`config.mk`:
```
export PLATFORM = sky130hd
export DESIGN_NAME = timer_rd_ctrl
export DESIGN_NICKNAME = d
export VERILOG_FILES = /design/src/rtl/timer_pkg.sv /design/src/rtl/timer_snap_reg.sv /design/src/rtl/timer_rd_ctrl.sv
export SDC_FILE = /design/constraint.sdc
export NUM_CORES = 1
export LEC_CHECK = 0
export BUFFER_PORTS_ARGS = -buffer_cell sky130_fd_sc_hd__buf_2
export CELL_PAD_IN_SITES_DETAIL_PLACEMENT = 0
export CELL_PAD_IN_SITES_GLOBAL_PLACEMENT = 2
export CORE_MARGIN = 1.5
export CORE_UTILIZATION = 30
export CTS_CLUSTER_SIZE = 12
export DETAILED_ROUTE_END_ITERATION = 7
export PLACE_DENSITY = 0.81
export SLEW_MARGIN = 15
export SYNTH_ARGS = -nofsm -noshare
export SYNTH_HDL_FRONTEND = slang
export SYNTH_HIERARCHICAL = 1
export SYNTH_SLANG_ARGS = --single-unit
```
`constraint.sdc`:
```
create_clock -name sys_clk -period 2.42 [get_ports sys_clk]
set_input_delay 0.484 -clock sys_clk [delete_from_list [all_inputs] [get_ports sys_clk]]
set_output_delay 0.484 -clock sys_clk [all_outputs]
set_load 0.01 [all_outputs]
```
`src/rtl/timer_pkg.sv`:
```
// -----------------------------------------------------------------------------
// timer_pkg
// Shared definitions for the 64-bit timer APB read side: bus/counter widths,
// TDR register offsets and the read-controller state encoding.
// -----------------------------------------------------------------------------
package timer_pkg;

    localparam int unsigned DATA_W = 32;
    localparam int unsigned CNT_W  = 64;
    localparam int unsigned WAIT_W = 4;     // holds WAIT_CYCLES 0..15

    localparam logic [11:0] TDR0_OFS = 12'h004;
    localparam logic [11:0] TDR1_OFS = 12'h008;

    typedef enum logic [1:0] {
        IDLE  = 2'd0,
        SETUP = 2'd1,
        WAIT  = 2'd2,
        DONE  = 2'd3
    } state_e;

endpackage

```
`src/rtl/timer_snap_reg.sv`:
```
// -----------------------------------------------------------------------------
// timer_snap_reg
// Holds the upper counter half captured by a TDR0 read until TDR1 consumes it.
// Ports:
//   clk, rst        clock, async active-high reset
//   i_load          capture i_load_data and mark the snapshot valid
//   i_load_data     upper counter half to hold
//   i_consume       TDR1 read used the snapshot
//   i_invalidate    counter reloaded by a write, snapshot is stale
//   o_snap_hi       held upper half
//   o_snap_valid    snapshot is held and not yet consumed
// -----------------------------------------------------------------------------
module timer_snap_reg
    import timer_pkg::*;
(
    input  logic              clk,
    input  logic              rst,
    input  logic              i_load,
    input  logic [DATA_W-1:0] i_load_data,
    input  logic              i_consume,
    input  logic              i_invalidate,
    output logic [DATA_W-1:0] o_snap_hi,
    output logic              o_snap_valid
);

    logic [DATA_W-1:0] r_snap_hi;
    logic              r_snap_valid;

    // A new load always replaces an older snapshot; no stacking.
    always_ff @(posedge clk or posedge rst) begin
        if (rst) begin
            r_snap_hi    <= '0;
            r_snap_valid <= 1'b0;
        end else if (i_load) begin
            r_snap_hi    <= i_load_data;
            r_snap_valid <= 1'b1;
        end else if (i_consume || i_invalidate) begin
            r_snap_valid <= 1'b0;
        end
    end

    assign o_snap_hi    = r_snap_hi;
    assign o_snap_valid = r_snap_valid;

endmodule

```
`src/rtl/timer_rd_ctrl.sv`:
```
// -----------------------------------------------------------------------------
// timer_rd_ctrl
// APB read side of the 64-bit timer. TDR0 returns cnt[31:0] and snapshots the
// upper half; the following TDR1 read returns that snapshot so the pair of
// reads is coherent. Completes every timer APB access (pready/pslverr).
// Ports:
//   sys_clk, sys_rst    clock, async active-high reset
//   psel/penable/pwrite/paddr   APB request
//   cnt                 live 64-bit counter value
//   prdata              read data, nonzero only on a completing read
//   pready              one-cycle transfer completion
//   pslverr             error response, only alongside pready
//   snap_valid          upper-half snapshot held, awaiting TDR1 read
// -----------------------------------------------------------------------------
module timer_rd_ctrl
    import timer_pkg::*;
#(
    parameter int unsigned        ADDR_W      = 12,
    parameter logic [ADDR_W-1:0]  TDR0_ADDR   = ADDR_W'(TDR0_OFS),
    parameter logic [ADDR_W-1:0]  TDR1_ADDR   = ADDR_W'(TDR1_OFS),
    parameter int unsigned        WAIT_CYCLES = 0
)(
    input  logic              sys_clk,
    input  logic              sys_rst,
    input  logic              psel,
    input  logic              penable,
    input  logic              pwrite,
    input  logic [ADDR_W-1:0] paddr,
    input  logic [CNT_W-1:0]  cnt,
    output logic [DATA_W-1:0] prdata,
    output logic              pready,
    output logic              pslverr,
    output logic              snap_valid
);

    state_e             r_state;
    state_e             w_next;
    logic [WAIT_W-1:0]  r_wait_cnt;
    logic [DATA_W-1:0]  r_rd_q;
    logic               r_err_q;
    logic [DATA_W-1:0]  r_prdata;
    logic               r_pready;
    logic               r_pslverr;

    logic               w_capture;
    logic               w_hit0;
    logic               w_hit1;
    logic [DATA_W-1:0]  w_rd_data;
    logic               w_err;
    logic               w_load;
    logic               w_consume;
    logic               w_invalidate;
    logic [DATA_W-1:0]  w_snap_hi;
    logic               w_snap_valid;
    logic               w_to_done;

    assign w_hit0    = (paddr == TDR0_ADDR);
    assign w_hit1    = (paddr == TDR1_ADDR);
    // Decode/capture only on a live SETUP edge; an aborted SETUP changes nothing.
    assign w_capture = (r_state == SETUP) && psel;

    // Address decode and read-data selection for the capture edge.
    always_comb begin
        w_rd_data    = '0;
        w_err        = 1'b0;
        w_load       = 1'b0;
        w_consume    = 1'b0;
        w_invalidate = 1'b0;
        if (w_capture) begin
            if (pwrite) begin
                w_err        = !(w_hit0 || w_hit1);
                w_invalidate = w_hit0 || w_hit1;
            end else if (w_hit0) begin
                w_rd_data = cnt[DATA_W-1:0];
                w_load    = 1'b1;
            end else if (w_hit1) begin
                w_rd_data = w_snap_valid ? w_snap_hi : cnt[CNT_W-1:DATA_W];
                w_consume = w_snap_valid;
            end else begin
                w_err = 1'b1;
            end
        end
    end

    // State register.
    always_ff @(posedge sys_clk or posedge sys_rst) begin
        if (sys_rst) begin
            r_state <= IDLE;
        end else begin
            r_state <= w_next;
        end
    end

    // Next-state logic; dropping psel mid-transfer aborts back to IDLE.
    always_comb begin
        w_next = r_state;
        case (r_state)
            IDLE:    if (psel && !penable) w_next = SETUP;
            SETUP:   w_next = (WAIT_CYCLES != 0) ? WAIT : DONE;
            WAIT:    if (r_wait_cnt == WAIT_W'(WAIT_CYCLES)) w_next = DONE;
            DONE:    w_next = IDLE;
            default: w_next = IDLE;
        endcase
        if ((r_state != IDLE) && !psel) begin
            w_next = IDLE;
        end
    end

    assign w_to_done = (w_next == DONE);

    // Wait counter, captured read data and registered APB response.
    always_ff @(posedge sys_clk or posedge sys_rst) begin
        if (sys_rst) begin
            r_wait_cnt <= '0;
            r_rd_q     <= '0;
            r_err_q    <= 1'b0;
            r_prdata   <= '0;
            r_pready   <= 1'b0;
            r_pslverr  <= 1'b0;
        end else begin
            if (w_next == WAIT) begin
                r_wait_cnt <= (r_state == WAIT) ? r_wait_cnt + WAIT_W'(1) : WAIT_W'(1);
            end else begin
                r_wait_cnt <= '0;
            end
            if (w_capture) begin
                r_rd_q  <= w_rd_data;
                r_err_q <= w_err;
            end
            // With no wait states DONE is entered on the capture edge itself.
            r_pready  <= w_to_done;
            r_pslverr <= w_to_done && (w_capture ? w_err : r_err_q);
            r_prdata  <= (w_to_done && !pwrite) ? (w_capture ? w_rd_data : r_rd_q) : '0;
        end
    end

    timer_snap_reg u_snap (
        .clk          (sys_clk),
        .rst          (sys_rst),
        .i_load       (w_load),
        .i_load_data  (cnt[CNT_W-1:DATA_W]),
        .i_consume    (w_consume),
        .i_invalidate (w_invalidate),
        .o_snap_hi    (w_snap_hi),
        .o_snap_valid (w_snap_valid)
    );

    assign prdata     = r_prdata;
    assign pready     = r_pready;
    assign pslverr    = r_pslverr;
    assign snap_valid = w_snap_valid;

endmodule
```
Word-level counts from Yosys, hierarchy flattened
Cells that the tools add are included.
{"block": "op_classes", "addsub": 1, "eq_ne": 7, "muxes": 27, "reduce_logical": 15}
{"op": "$mux W32", "count": 6}
{"op": "$mux W1", "count": 15}
{"op": "$eq A12 B3 Y1 const B", "count": 1}
{"op": "$eq A12 B4 Y1 const B", "count": 1}
{"op": "$eq A2 B2 Y1 const B", "count": 4}
{"op": "$mux W4", "count": 2}
{"op": "$pmux W2 S4", "count": 1}
{"op": "$mux W2", "count": 3}
{"op": "$logic_and A1 B1 Y1", "count": 5}
{"op": "$add A4 B1 Y4 const B", "count": 1}
{"op": "$logic_not A1 Y1", "count": 4}
{"op": "$logic_not A4 Y1", "count": 1}
{"op": "$reduce_bool A2 Y1", "count": 2}
{"op": "$eq A2 B1 Y1 const B", "count": 1}
{"op": "$logic_not A2 Y1", "count": 1}
{"op": "$logic_or A1 B1 Y1", "count": 2}
{"block": "word_totals", "regBits": 106, "output_inout_bits": 35, "wordCells": 59}

Logic depth before layout (Yosys ltp)
Gate-level depths: netlist (run 1).
{"block": "depth", "ltp_word": 8, "mapped_depth": 8, "ltp_nobuf": 7}

By module
The synthesis (run 1) kept the hierarchy.
{"mod": "timer_rd_ctrl", "instances": 1, "cells_each": 298, "area_per_inst_um2": 3613.5}
{"mod": "timer_snap_reg", "instances": 1, "cells_each": 72, "area_per_inst_um2": 1381.3}

Worst setup path before layout (run 1)
No wires, ideal clock.
{"block": "synth_path", "path_kind": "input to register", "from": "input port paddr[8]", "to": "register u_snap.r_snap_hi[0] (netlist: u_snap/o_snap_hi[0])", "setup_ps": 125, "arrival_time_ps": 1738, "t_required_ps": 2295, "path_slack_ps": 557, "path_stages": 6, "path_cell_list": "nor4_1 and4_1 and2_1 buf_6 buf_12 mux2_4"}
{"block": "synth_via", "elab_chain_cells": 4}
{"element": "start, declared", "line_no": "timer_rd_ctrl.sv:28", "text": "input logic [ADDR_W-1:0] paddr,"}
{"element": "$eq A12 B3 Y1", "line_no": "timer_rd_ctrl.sv:57", "text": "assign w_hit0 = (paddr == TDR0_ADDR);"}
{"element": "$mux W1", "line_no": "timer_rd_ctrl.sv:73", "text": "end else if (w_hit0) begin"}
{"element": "$mux W1", "line_no": "timer_rd_ctrl.sv:70", "text": "if (pwrite) begin"}
{"element": "$mux W1", "line_no": "timer_rd_ctrl.sv:69", "text": "if (w_capture) begin"}
{"element": "named net w_load", "line_no": "timer_rd_ctrl.sv:50", "text": "logic w_load;"}
{"element": "end signal, assigned", "line_no": "timer_snap_reg.sv:35", "text": "r_snap_hi <= i_load_data;"}
{"element": "end, declared", "line_no": "timer_snap_reg.sv:26", "text": "logic [DATA_W-1:0] r_snap_hi;"}
The timed path passes the listed nets, and every way through them passes these cells.
A chain may end at the register's enable or synchronous reset.

Final worst setup path (run 1)
{"block": "layout_path", "from": "register r_wait_cnt[0]", "to": "register r_prdata[31] (netlist: prdata[31])"}
{"block": "layout_via", "elab_chain_cells": 7}
{"element": "start, declared", "line_no": "timer_rd_ctrl.sv:38", "text": "logic [WAIT_W-1:0] r_wait_cnt;"}
{"element": "start signal, assigned", "line_no": "timer_rd_ctrl.sv:122", "text": "r_wait_cnt <= (r_state == WAIT) ? r_wait_cnt + WAIT_W'(1) : WAIT_W'(1);"}
{"element": "$logic_not A4 Y1", "line_no": "timer_rd_ctrl.sv:100", "text": "WAIT: if (r_wait_cnt == WAIT_W'(WAIT_CYCLES)) w_next = DONE;"}
{"element": "$mux W2", "line_no": "timer_rd_ctrl.sv:100"}
{"element": "$pmux W2 S4", "line_no": "timer_rd_ctrl.sv:97", "text": "case (r_state)"}
{"element": "$mux W2", "line_no": "timer_rd_ctrl.sv:104", "text": "if ((r_state != IDLE) && !psel) begin"}
{"element": "named net w_next[0]", "line_no": "timer_rd_ctrl.sv:37", "text": "state_e w_next;"}
{"element": "$eq A2 B2 Y1", "line_no": "timer_rd_ctrl.sv:109", "text": "assign w_to_done = (w_next == DONE);"}
{"element": "$logic_and A1 B1 Y1", "line_no": "timer_rd_ctrl.sv:133", "text": "r_prdata <= (w_to_done && !pwrite) ? (w_capture ? w_rd_data : r_rd_q) : '0;"}
{"element": "$mux W32", "line_no": "timer_rd_ctrl.sv:133"}
{"element": "end signal, assigned", "line_no": "timer_rd_ctrl.sv:133"}
{"element": "end, declared", "line_no": "timer_rd_ctrl.sv:41", "text": "logic [DATA_W-1:0] r_prdata;"}
The timed path passes the listed nets, and every way through them passes these cells.

==> impl_metrics.py, run 1 <==
metrics = {
    "floorplan": {
        "rows": 46,
        "die_w_um": 132.0,
        "pin_count": 116,
        "die_area_sq_um": 17430,
        "chipHeight_um": 132.0,
        "core_sq_um": 16060,
        "initial_utilization": 0.3110,
    },
    "routing": {
        "drcViolationCount": 0,
        "dr.pass1.iters": 4,
        "ant_nets": 0,
        "vias_per_cell": 4.532,
        "routedWlPerCell_um": 16.08,
        "vias": 3209,
        "drt-total-wl_mm": 11.38,
        "drtIter0Drc": 88,
    },
    "clocking": {
        "h-tree-depth": 3,
        "cts_resized": 0,
        "cts_tree": "done",
        "clk_pin_slew_worst_paths_ns": 0.07,
        "cts_buffers": 9,
        "cts_buffer_depth": 2,
        "hold_buffers": 0,
        "clk-insertion-delay-late_ns": 0.35,
        "cts.sinks": 106,
        "postCtsSetupRepairBufs": 0,
        "root_buffer": "clkbuf_16",
    },
    "setup_path": {
        "ff2ff_path_depth": 7,
        "crit_family": "simple AND/OR/NAND/NOR gates",
        "critPathLaunchType": "flop",
        "startpoint": "r_wait_cnt[0]$_DFF_PP0_",
        "path_buf_inv": 2,
        "slowest_delay_ns": 0.41,
        "crit_fanout": 17,
        "critPathSlowestCell": "dfrtp_1",
        "criticalPathCategory": "flop to flop",
        "reg2reg_from": "r_wait_cnt[0]$_DFF_PP0_",
        "r2r_setup_slack_ns": 0.32,
        "required_ns": 2.69,
        "rr_endpoint": "prdata[31]$_DFF_PP0_",
        "critPathCaptureType": "flop",
        "arrival_ns": 2.38,
        "path_cells": "inv_1 > ha_1 > or3b_4 > a221oi_4 > nand3b_4 > buf_4 > nor2b_1",
    },
    "cells_and_area": {
        "fill_cells": 1566,
        "area_delta_synth_final_pct": 22.62,
        "final_layout_size_suffix_gt1_frac": 0.4980,
        "post-route-util": 0.3814,
        "antennaDiodeCount": 0,
        "nNetsFinal": 573,
    },
    "logic_synthesis": {
        "ys_ff_latch": 106,
        "synth_enable_flop_cells": 0,
        "yosysSeqAreaShare": 0.5311,
        "syn-num-nets": 456,
        "yosysWarnings": 6,
        "ys_top_cells_by_area": "dfrtp_1, mux2_4, nor2b_4, mux2_2, a22oi_1",
        "netlist_area_sq_um": 4995,
        "netlist.area_leader.share": 0.5311,
        "synth.lib_cells_used.distinct": 35,
        "yosys.area.top_type": "dfrtp_1",
        "async_reset_ff_frac": 1.000,
        "syn_inst": 370,
        "synth_flop_cell": "dfrtp_1",
        "avgSynthCellArea_sq_um": 13.50,
    },
    "pwr": {
        "power_density_nw_per_um2": 661.9,
        "p_total_mw": 4.054,
        "peakVddDrop_mv": 0.3141,
        "power.leakage_nw": 2.817,
    },
    "grt": {
        "grt_use_total": 0.1368,
        "grt_pass1_wl_mm": 18.37,
        "grt_pass1_vias": 3464,
        "antenna_found_initial": 0,
        "grt_max_degree": 38,
        "globalRoute.totalOverflow": 0,
    },
    "timing": {
        "fin_tns_setup_ns": 0,
        "slew_violations": 0,
        "fin_crit_ns": 2.103,
        "max_freq_ghz": 0.4755,
        "slew-limit-headroom": 0.3518,
        "fin_ws_ns": 0.3171,
        "min_period_over_period": 0.8690,
        "finClkSkew_ns": 0.003905,
        "hold_viol_final": 0,
        "setup_viol": 0,
        "tightest_slew_ns": 0.9664,
        "rsz0062_at_grt": "no",
    },
    "placed_design": {
        "dp.final_hpwl_mm": 7.974,
        "io_buffer_count": 115,
        "place.gp.congestion": 0.7594,
        "pre_cts_ws_ns": 0.2860,
    },
    "worst_hold_path": {
        "hold_class": "input pin to asynchronous set/reset pin",
    },
    "status": {
        "status": "completed",
    },
    "job": {
        "drv_cap": 0,
    },
}
## worst max path at each step
stage / endpoint / cells after the start
after floorplan: prdata[0]$_DFF_PP0_ / 1
after global placement: u_snap/o_snap_hi[11]$_DFFE_PP0P_ / 6
after detailed placement: u_snap/o_snap_hi[11]$_DFFE_PP0P_ / 6
after CTS: prdata[31]$_DFF_PP0_ / 7
after global routing: prdata[0]$_DFF_PP0_ / 7
final: prdata[31]$_DFF_PP0_ / 7
## area by class of cell
type | instances | area [sq um] | share of cell area
Clock buffer | 14 | 254.0 | 0.04147
Clock inverter | 2 | 60.06 | 0.009806
Inverter | 7 | 27.53 | 0.004494
Multi-Input combinational cell | 234 | 2128 | 0.3475
Sequential cell | 106 | 2654 | 0.4333
Tap cell | 216 | 270.3 | 0.04413
Timing Repair Buffer | 129 | 730.7 | 0.1193
## kinds of logic (layout without fill, tap and decap cells)
family / after synthesis / count (layout) / synth area share
xor+xnor: 3 / 3 / 0.005261
mux: 64 / 64 / 0.1661
buf+inv: 30 / 152 / 0.04559
simple gates: 92 / 92 / 0.1458
compound gates: 70 / 70 / 0.09369
flops: 106 / 106 / 0.5311
fa+ha+maj: 5 / 5 / 0.01253
## cells in the mapped netlist, types with 2 or more instances
library cell  number
buf_2              8
o21ai_1            6
a22oi_1           33
inv_1              7
nor4_1             2
dfrtp_1          106
nor2_1             6
and3_1             2
clkbuf_1           8
buf_12             6
nor2b_1            2
xor2_1             2
mux2_4            29
and2_1             3
mux2_2            35
ha_1               5
o21ai_0           26
nand2_1           36
nor2b_4           30
nor3b_2            2
nor3_1             2
## per-layer routing
| layer | global-route usage | wire (um) | part of all wire |
|---|---|---|---|
| met1 | 0.1734 | 5263 | 0.46 |
| met2 | 0.2208 | 5371 | 0.47 |
| met3 | 0.04191 | 617 | 0.054 |
| met4 | 0.04877 | 130 | 0.011 |
| met5 | 0 | 0 | 0 |
## state kept, by name (all words and copies together), names as in the netlist
| name | cells |
|---|---|
| prdata | 32 |
| pready | 1 |
| pslverr | 1 |
| r_err_q | 1 |
| r_rd_q | 32 |
| r_state | 2 |
| r_wait_cnt | 4 |
| u_snap/o_snap_hi | 32 |
| u_snap/o_snap_valid | 1 |
## power by group
part | internal (mW) | leakage, nW | switching [mW]
Combinational | 0.234 | 1.20 | 0.436
Clock | 0.937 | 0.151 | 0.617
Sequential | 1.80 | 1.47 | 0.0242
## worst reg2reg max path, delay by kind of cell (launching register included)
kind | cells | cell delay, ns
and+or+nand+nor | 3 | 0.70
DFF | 1 | 0.41
buffers and inverters | 2 | 0.38
AOI/OAI and AO/OA | 1 | 0.38
adders and majority gates | 1 | 0.15
## per-stage QoR
step           cells  area [sq um]  hold slack, ns
5_1_grt          708          6125          0.2806
4_1_cts          708          6125          0.2494
6_report         708          6125          0.2251
3_5_place_dp     692          5811          0.4775
2_1_floorplan    370          4995          0.4462
3_3_place_gp     692          5811          0.4728
## layout by cell type, fill, tap and decap left out, types with 2 or more instances in the layout
| cell type | synthesis | final |
|---|---|---|
| nor2b_1 | 2 | 2 |
| clkbuf_16 | 0 | 9 |
| and2_2 | 1 | 2 |
| and3_1 | 2 | 2 |
| nor4_1 | 2 | 2 |
| o21ai_1 | 6 | 6 |
| inv_1 | 7 | 5 |
| nor3_1 | 2 | 2 |
| buf_12 | 6 | 4 |
| xor2_1 | 2 | 2 |
| nor2_1 | 6 | 6 |
| nor3b_4 | 0 | 2 |
| mux2_4 | 29 | 29 |
| nand2_1 | 36 | 36 |
| bufinv_16 | 0 | 2 |
| o21ai_0 | 26 | 26 |
| nor2b_4 | 30 | 30 |
| mux2_2 | 35 | 35 |
| clkbuf_1 | 8 | 4 |
| dfrtp_1 | 106 | 105 |
| buf_2 | 8 | 115 |
| buf_4 | 0 | 10 |
| and2_1 | 3 | 2 |
| a22oi_1 | 33 | 33 |
| ha_1 | 5 | 5 |
Power figures use the tool's default switching activity.
==> run 2, diff against run 1 <==
--- a/config.mk
+++ b/config.mk
@@ -12,7 +12,7 @@
 export CORE_UTILIZATION = 30
 export CTS_CLUSTER_SIZE = 12
 export DETAILED_ROUTE_END_ITERATION = 7
-export PLACE_DENSITY = 0.81
+export PLACE_DENSITY_LB_ADDON = 0.1
 export SLEW_MARGIN = 15
 export SYNTH_ARGS = -nofsm -noshare
 export SYNTH_HDL_FRONTEND = slang
==> impl_metrics.py, run 2 (same netlist as run 1, synthesis figures left out) <==
metrics = {
    "floorplan": {
        "core_sq_um": 16060,
        "die_w_um": 132.0,
        "chipHeight_um": 132.0,
        "pin_count": 116,
        "initial_utilization": 0.3110,
        "die_area_sq_um": 17430,
        "rows": 46,
    },
    "routing": {
        "drcViolationCount": 0,
        "drtIter0Drc": 172,
        "ant_nets": 0,
        "drt-total-wl_mm": 11.71,
        "dr.pass1.iters": 4,
        "vias": 3163,
        "routedWlPerCell_um": 16.59,
        "vias_per_cell": 4.480,
    },
    "clocking": {
        "postCtsSetupRepairBufs": 0,
        "cts.sinks": 106,
        "cts_resized": 0,
        "clk_pin_slew_worst_paths_ns": 0.07,
        "root_buffer": "clkbuf_16",
        "hold_buffers": 0,
        "cts_tree": "done",
        "clk-insertion-delay-late_ns": 0.35,
        "cts_buffers": 9,
        "cts_buffer_depth": 2,
        "h-tree-depth": 3,
    },
    "setup_path": {
        "r2r_setup_slack_ns": 0.30,
        "path_cells": "inv_1 > ha_1 > and2_1 > and4_1 > and2_2 > buf_4 > mux2_4",
        "path_depth": 7,
        "reg2reg_from": "r_state[1]$_DFF_PP0_",
        "rr_endpoint": "u_snap/o_snap_hi[26]$_DFFE_PP0P_",
        "critPathLaunchType": "flop",
        "required_ns": 2.66,
        "startpoint": "r_state[1]$_DFF_PP0_",
        "path_buf_inv": 2,
        "critPathCaptureType": "flop",
        "crit_fanout": 15,
        "crit_family": "simple AND/OR/NAND/NOR gates",
        "slowest_delay_ns": 0.38,
        "critPathSlowestCell": "dfrtp_1",
        "critical_path.endpoint": "u_snap/o_snap_hi[26]$_DFFE_PP0P_",
        "arrival_ns": 2.35,
        "criticalPathCategory": "flop to flop",
        "ff2ff_path_depth": 7,
    },
    "timing": {
        "max_freq_ghz": 0.4722,
        "setup_viol": 0,
        "rsz0062_at_grt": "no",
        "finClkSkew_ns": 0.006225,
        "fin_ws_ns": 0.3023,
        "min_period_over_period": 0.8751,
        "slew-limit-headroom": 0.5173,
        "fin_tns_setup_ns": 0,
        "hold_viol_final": 0,
        "slew_violations": 0,
        "timing.hold.ws_ns": 0.1806,
        "fin_crit_ns": 2.118,
        "tightest_slew_ns": 0.7230,
    },
    "cells_and_area": {
        "final_common_cell": "buf_2",
        "final_layout_size_suffix_gt1_frac": 0.5061,
        "antennaDiodeCount": 0,
        "final_cell_mix": "buf_2, dfrtp_1, nand2_1",
        "area_delta_synth_final_pct": 22.62,
        "fill_cells": 1609,
        "nNetsFinal": 571,
    },
    "grt": {
        "grt_pass1_vias": 3368,
        "grt_pass1_wl_mm": 18.78,
        "antenna_found_initial": 0,
        "grt_use_total": 0.1405,
        "grt_max_degree": 44,
        "globalRoute.totalOverflow": 0,
    },
    "job": {
        "drv_cap": 0,
    },
    "placed_design": {
        "io_buffer_count": 115,
        "dp.final_hpwl_mm": 7.882,
        "place.gp.congestion": 0.6937,
        "pre_cts_ws_ns": 0.1964,
    },
    "worst_hold_path": {
        "hold_class": "input pin to asynchronous set/reset pin",
    },
    "pwr": {
        "power_density_nw_per_um2": 683.8,
        "peakVddDrop_mv": 0.4159,
        "power.leakage_nw": 2.823,
    },
    "status": {
        "status": "completed",
    },
}
## run 2: cell count changes in the layout (fill, tap and decap cells not counted)
cell,delta
inv_6,+1
buf_12,-1
buf_4,-1
inv_2,+1
clkbuf_1,-4
clkbuf_8,-1
clkinvlp_4,+1
clkinv_1,-1
clkinv_2,+2
bufinv_16,+1
## run 2: routing by layer
metal	global-route usage	wire, um	up-vias
met5	0	0	-
met4	0.04259	170	0
met3	0.04306	555	13
met2	0.2216	5411	75
met1	0.1851	5572	1563
li1	-	-	1512
## run 2: where the power goes
group          internal (mW)  total [mW]  switching [mW]
clock network           1.01        1.69           0.675
registers               1.80        1.82          0.0204
logic                  0.228       0.678           0.450
total                   3.04        4.19            1.14
## run 2: final cells by class
class / count / area [sq um] / share of cell area
timing repair buffer: 127 / 703.2 / 0.1148
clock buffer: 9 / 225.2 / 0.03677
sequential: 106 / 2654 / 0.4333
tap: 216 / 270.3 / 0.04413
clock inverter: 7 / 116.4 / 0.01900
inverter: 7 / 27.53 / 0.004494
multi-input combinational: 234 / 2128 / 0.3475
## run 2: metrics by stage
stage / util / std cells / cell area [sq um] / power, mW
after detailed placement: 0.3601 / 690 / 5783 / 2.550
after global routing: 0.3814 / 706 / 6125 / 4.388
after floorplan: - / 370 / 4995 / 2.364
after global placement: 0.3601 / 690 / 5783 / 2.547
final: 0.3814 / 706 / 6125 / 4.188
after CTS: 0.3814 / 706 / 6125 / 4.270
## run 2: worst min-delay path by stage
stage / from / to / slack (ns) / cells past startpoint
finish: sys_rst / prdata[13]$_DFF_PP0_ / 0.18 / 2
global route: sys_rst / r_rd_q[16]$_DFF_PP0_ / 0.22 / 2
CTS: sys_rst / r_rd_q[13]$_DFF_PP0_ / 0.20 / 2
detailed placement: r_rd_q[2]$_DFF_PP0_ / r_rd_q[2]$_DFF_PP0_ / 0.48 / 2
global placement: r_rd_q[2]$_DFF_PP0_ / r_rd_q[2]$_DFF_PP0_ / 0.47 / 2
floorplan: r_rd_q[0]$_DFF_PP0_ / r_rd_q[0]$_DFF_PP0_ / 0.45 / 2
==> run 3, diff against run 2 <==
==> constraint.sdc (replaced) <==
create_clock -name sys_clk -period 2.2 [get_ports sys_clk]
set_input_delay 0.44 -clock sys_clk [delete_from_list [all_inputs] [get_ports sys_clk]]
set_output_delay 0.44 -clock sys_clk [all_outputs]
set_load 0.01 [all_outputs]
==> impl_metrics.py, run 3 (same netlist as run 1, synthesis figures left out) <==
metrics = {
    "status": {
        "status": "completed",
    },
    "clocking": {
        "postCtsSetupRepairBufs": 0,
        "hold_buffers": 0,
        "cts_buffers": 9,
        "h-tree-depth": 3,
        "cts_resized": 0,
        "root_buffer": "clkbuf_16",
        "cts_buffer_depth": 2,
        "cts.sinks": 106,
        "clk-insertion-delay-late_ns": 0.35,
        "clk_pin_slew_worst_paths_ns": 0.07,
        "cts_tree": "done",
    },
    "setup_path": {
        "required_ns": 2.48,
        "rr_endpoint": "prdata[0]$_DFF_PP0_",
        "arrival_ns": 2.26,
        "critPathLaunchType": "flop",
        "crit_fanout": 18,
        "ff2ff_path_depth": 7,
        "critPathCaptureType": "flop",
        "r2r_setup_slack_ns": 0.22,
        "reg2reg_from": "r_wait_cnt[0]$_DFF_PP0_",
        "criticalPathCategory": "flop to flop",
    },
    "pwr": {
        "p_total_mw": 4.503,
        "peakVddDrop_mv": 0.3438,
        "power.leakage_nw": 2.834,
        "power_density_nw_per_um2": 732.1,
    },
    "grt": {
        "grt_pass1_wl_mm": 19.11,
        "grt_max_degree": 46,
        "antenna_found_initial": 0,
        "grt_pass1_vias": 3558,
        "globalRoute.totalOverflow": 0,
        "grt_use_total": 0.1432,
    },
    "cells_and_area": {
        "area_delta_synth_final_pct": 23.15,
        "final_layout_size_suffix_gt1_frac": 0.5081,
        "final_cell_mix": "buf_2, dfrtp_1, nand2_1",
        "nNetsFinal": 573,
        "final_common_cell": "buf_2",
        "fill_cells": 1592,
        "post-route-util": 0.3830,
        "antennaDiodeCount": 0,
    },
    "timing": {
        "finClkSkew_ns": 0.003872,
        "rsz0062_at_grt": "no",
        "fin_ws_ns": 0.2187,
        "setup_viol": 0,
        "tightest_slew_ns": 0.7121,
        "min_period_over_period": 0.9006,
        "fin_tns_setup_ns": 0,
        "max_freq_ghz": 0.5047,
        "fin_crit_ns": 1.981,
        "hold_viol_final": 0,
        "slew_violations": 0,
        "slew-limit-headroom": 0.5246,
    },
    "routing": {
        "ant_nets": 0,
        "routedWlPerCell_um": 16.67,
        "dr.pass1.iters": 4,
        "vias_per_cell": 4.490,
        "drcViolationCount": 0,
        "drt-total-wl_mm": 11.81,
        "drtIter0Drc": 109,
        "vias": 3179,
    },
    "floorplan": {
        "initial_utilization": 0.3110,
        "chipHeight_um": 132.0,
        "die_area_sq_um": 17430,
        "pin_count": 116,
        "rows": 46,
        "core_sq_um": 16060,
        "die_w_um": 132.0,
    },
    "placed_design": {
        "io_buffer_count": 115,
        "dp.final_hpwl_mm": 7.942,
        "pre_cts_ws_ns": 0.07149,
        "place.gp.congestion": 0.7193,
    },
    "job": {
        "drv_cap": 0,
    },
    "worst_hold_path": {
        "hold_class": "input pin to asynchronous set/reset pin",
    },
}
==> run 3: changes by cell type in the layout (fill, tap and decap cells not counted) <==
cell | previous run | this run
buf_12 | 3 | 6
bufinv_16 | 3 | 1
clkbuf_8 | 0 | 2
clkinv_2 | 3 | 1
buf_4 | 9 | 8
clkinvlp_4 | 1 | 2
inv_6 | 1 | 2
==> run 3: metal layers <==
metal	global-route usage	vias to the layer above	wire length, um	part of all wire
met5	0	-	0	0
met4	0.04815	0	162	0.014
met3	0.03345	14	524	0.044
met2	0.2298	77	5564	0.47
met1	0.1902	1563	5553	0.47
li1	-	1525	-	-
==> run 3: metrics by stage <==
stage | hold WS [ns] | instances | area (sq um)
2_1_floorplan | 0.4462 | 370 | 4999
4_1_cts | 0.1573 | 708 | 6151
3_5_place_dp | 0.4804 | 692 | 5838
3_3_place_gp | 0.4685 | 692 | 5838
6_report | 0.1592 | 708 | 6151
5_1_grt | 0.1603 | 708 | 6151
==> run 3: layout make-up <==
class,count,area (sq um),share of cell area
Multi-Input combinational cell,234,2128,0.3460
Clock inverter,5,60.06,0.009764
Inverter,7,30.03,0.004882
Timing Repair Buffer,129,755.7,0.1229
Tap cell,216,270.3,0.04394
Clock buffer,11,252.7,0.04109
Sequential cell,106,2654,0.4314
==> run 3: worst max path at each step <==
stage / startpoint / end / slack (ns)
floorplan: r_state[0]$_DFF_PP0_ / u_snap/o_snap_hi[0]$_DFFE_PP0P_ / 0.38
global placement: paddr[4] / u_snap/o_snap_hi[11]$_DFFE_PP0P_ / 0.12
detailed placement: paddr[4] / u_snap/o_snap_hi[9]$_DFFE_PP0P_ / 0.07
CTS: r_wait_cnt[0]$_DFF_PP0_ / prdata[0]$_DFF_PP0_ / 0.19
global route: r_wait_cnt[0]$_DFF_PP0_ / prdata[0]$_DFF_PP0_ / 0.05
finish: r_wait_cnt[0]$_DFF_PP0_ / prdata[0]$_DFF_PP0_ / 0.22
==> run 3: power by group <==
part	total, mW	internal (mW)	switching (mW)
clock	1.71	0.953	0.761
sequential	2.01	1.98	0.0230
combinational	0.783	0.288	0.495
total	4.50	3.22	1.28
==> run 3: critical path, stage by stage, from the launching register on <==
cell	delay, ns
dfrtp_1	0.42
inv_1	0.07
ha_1	0.13
or3b_4	0.40
a221oi_4	0.38
nand3b_4	0.16
buf_12	0.22
nor2b_1	0.13
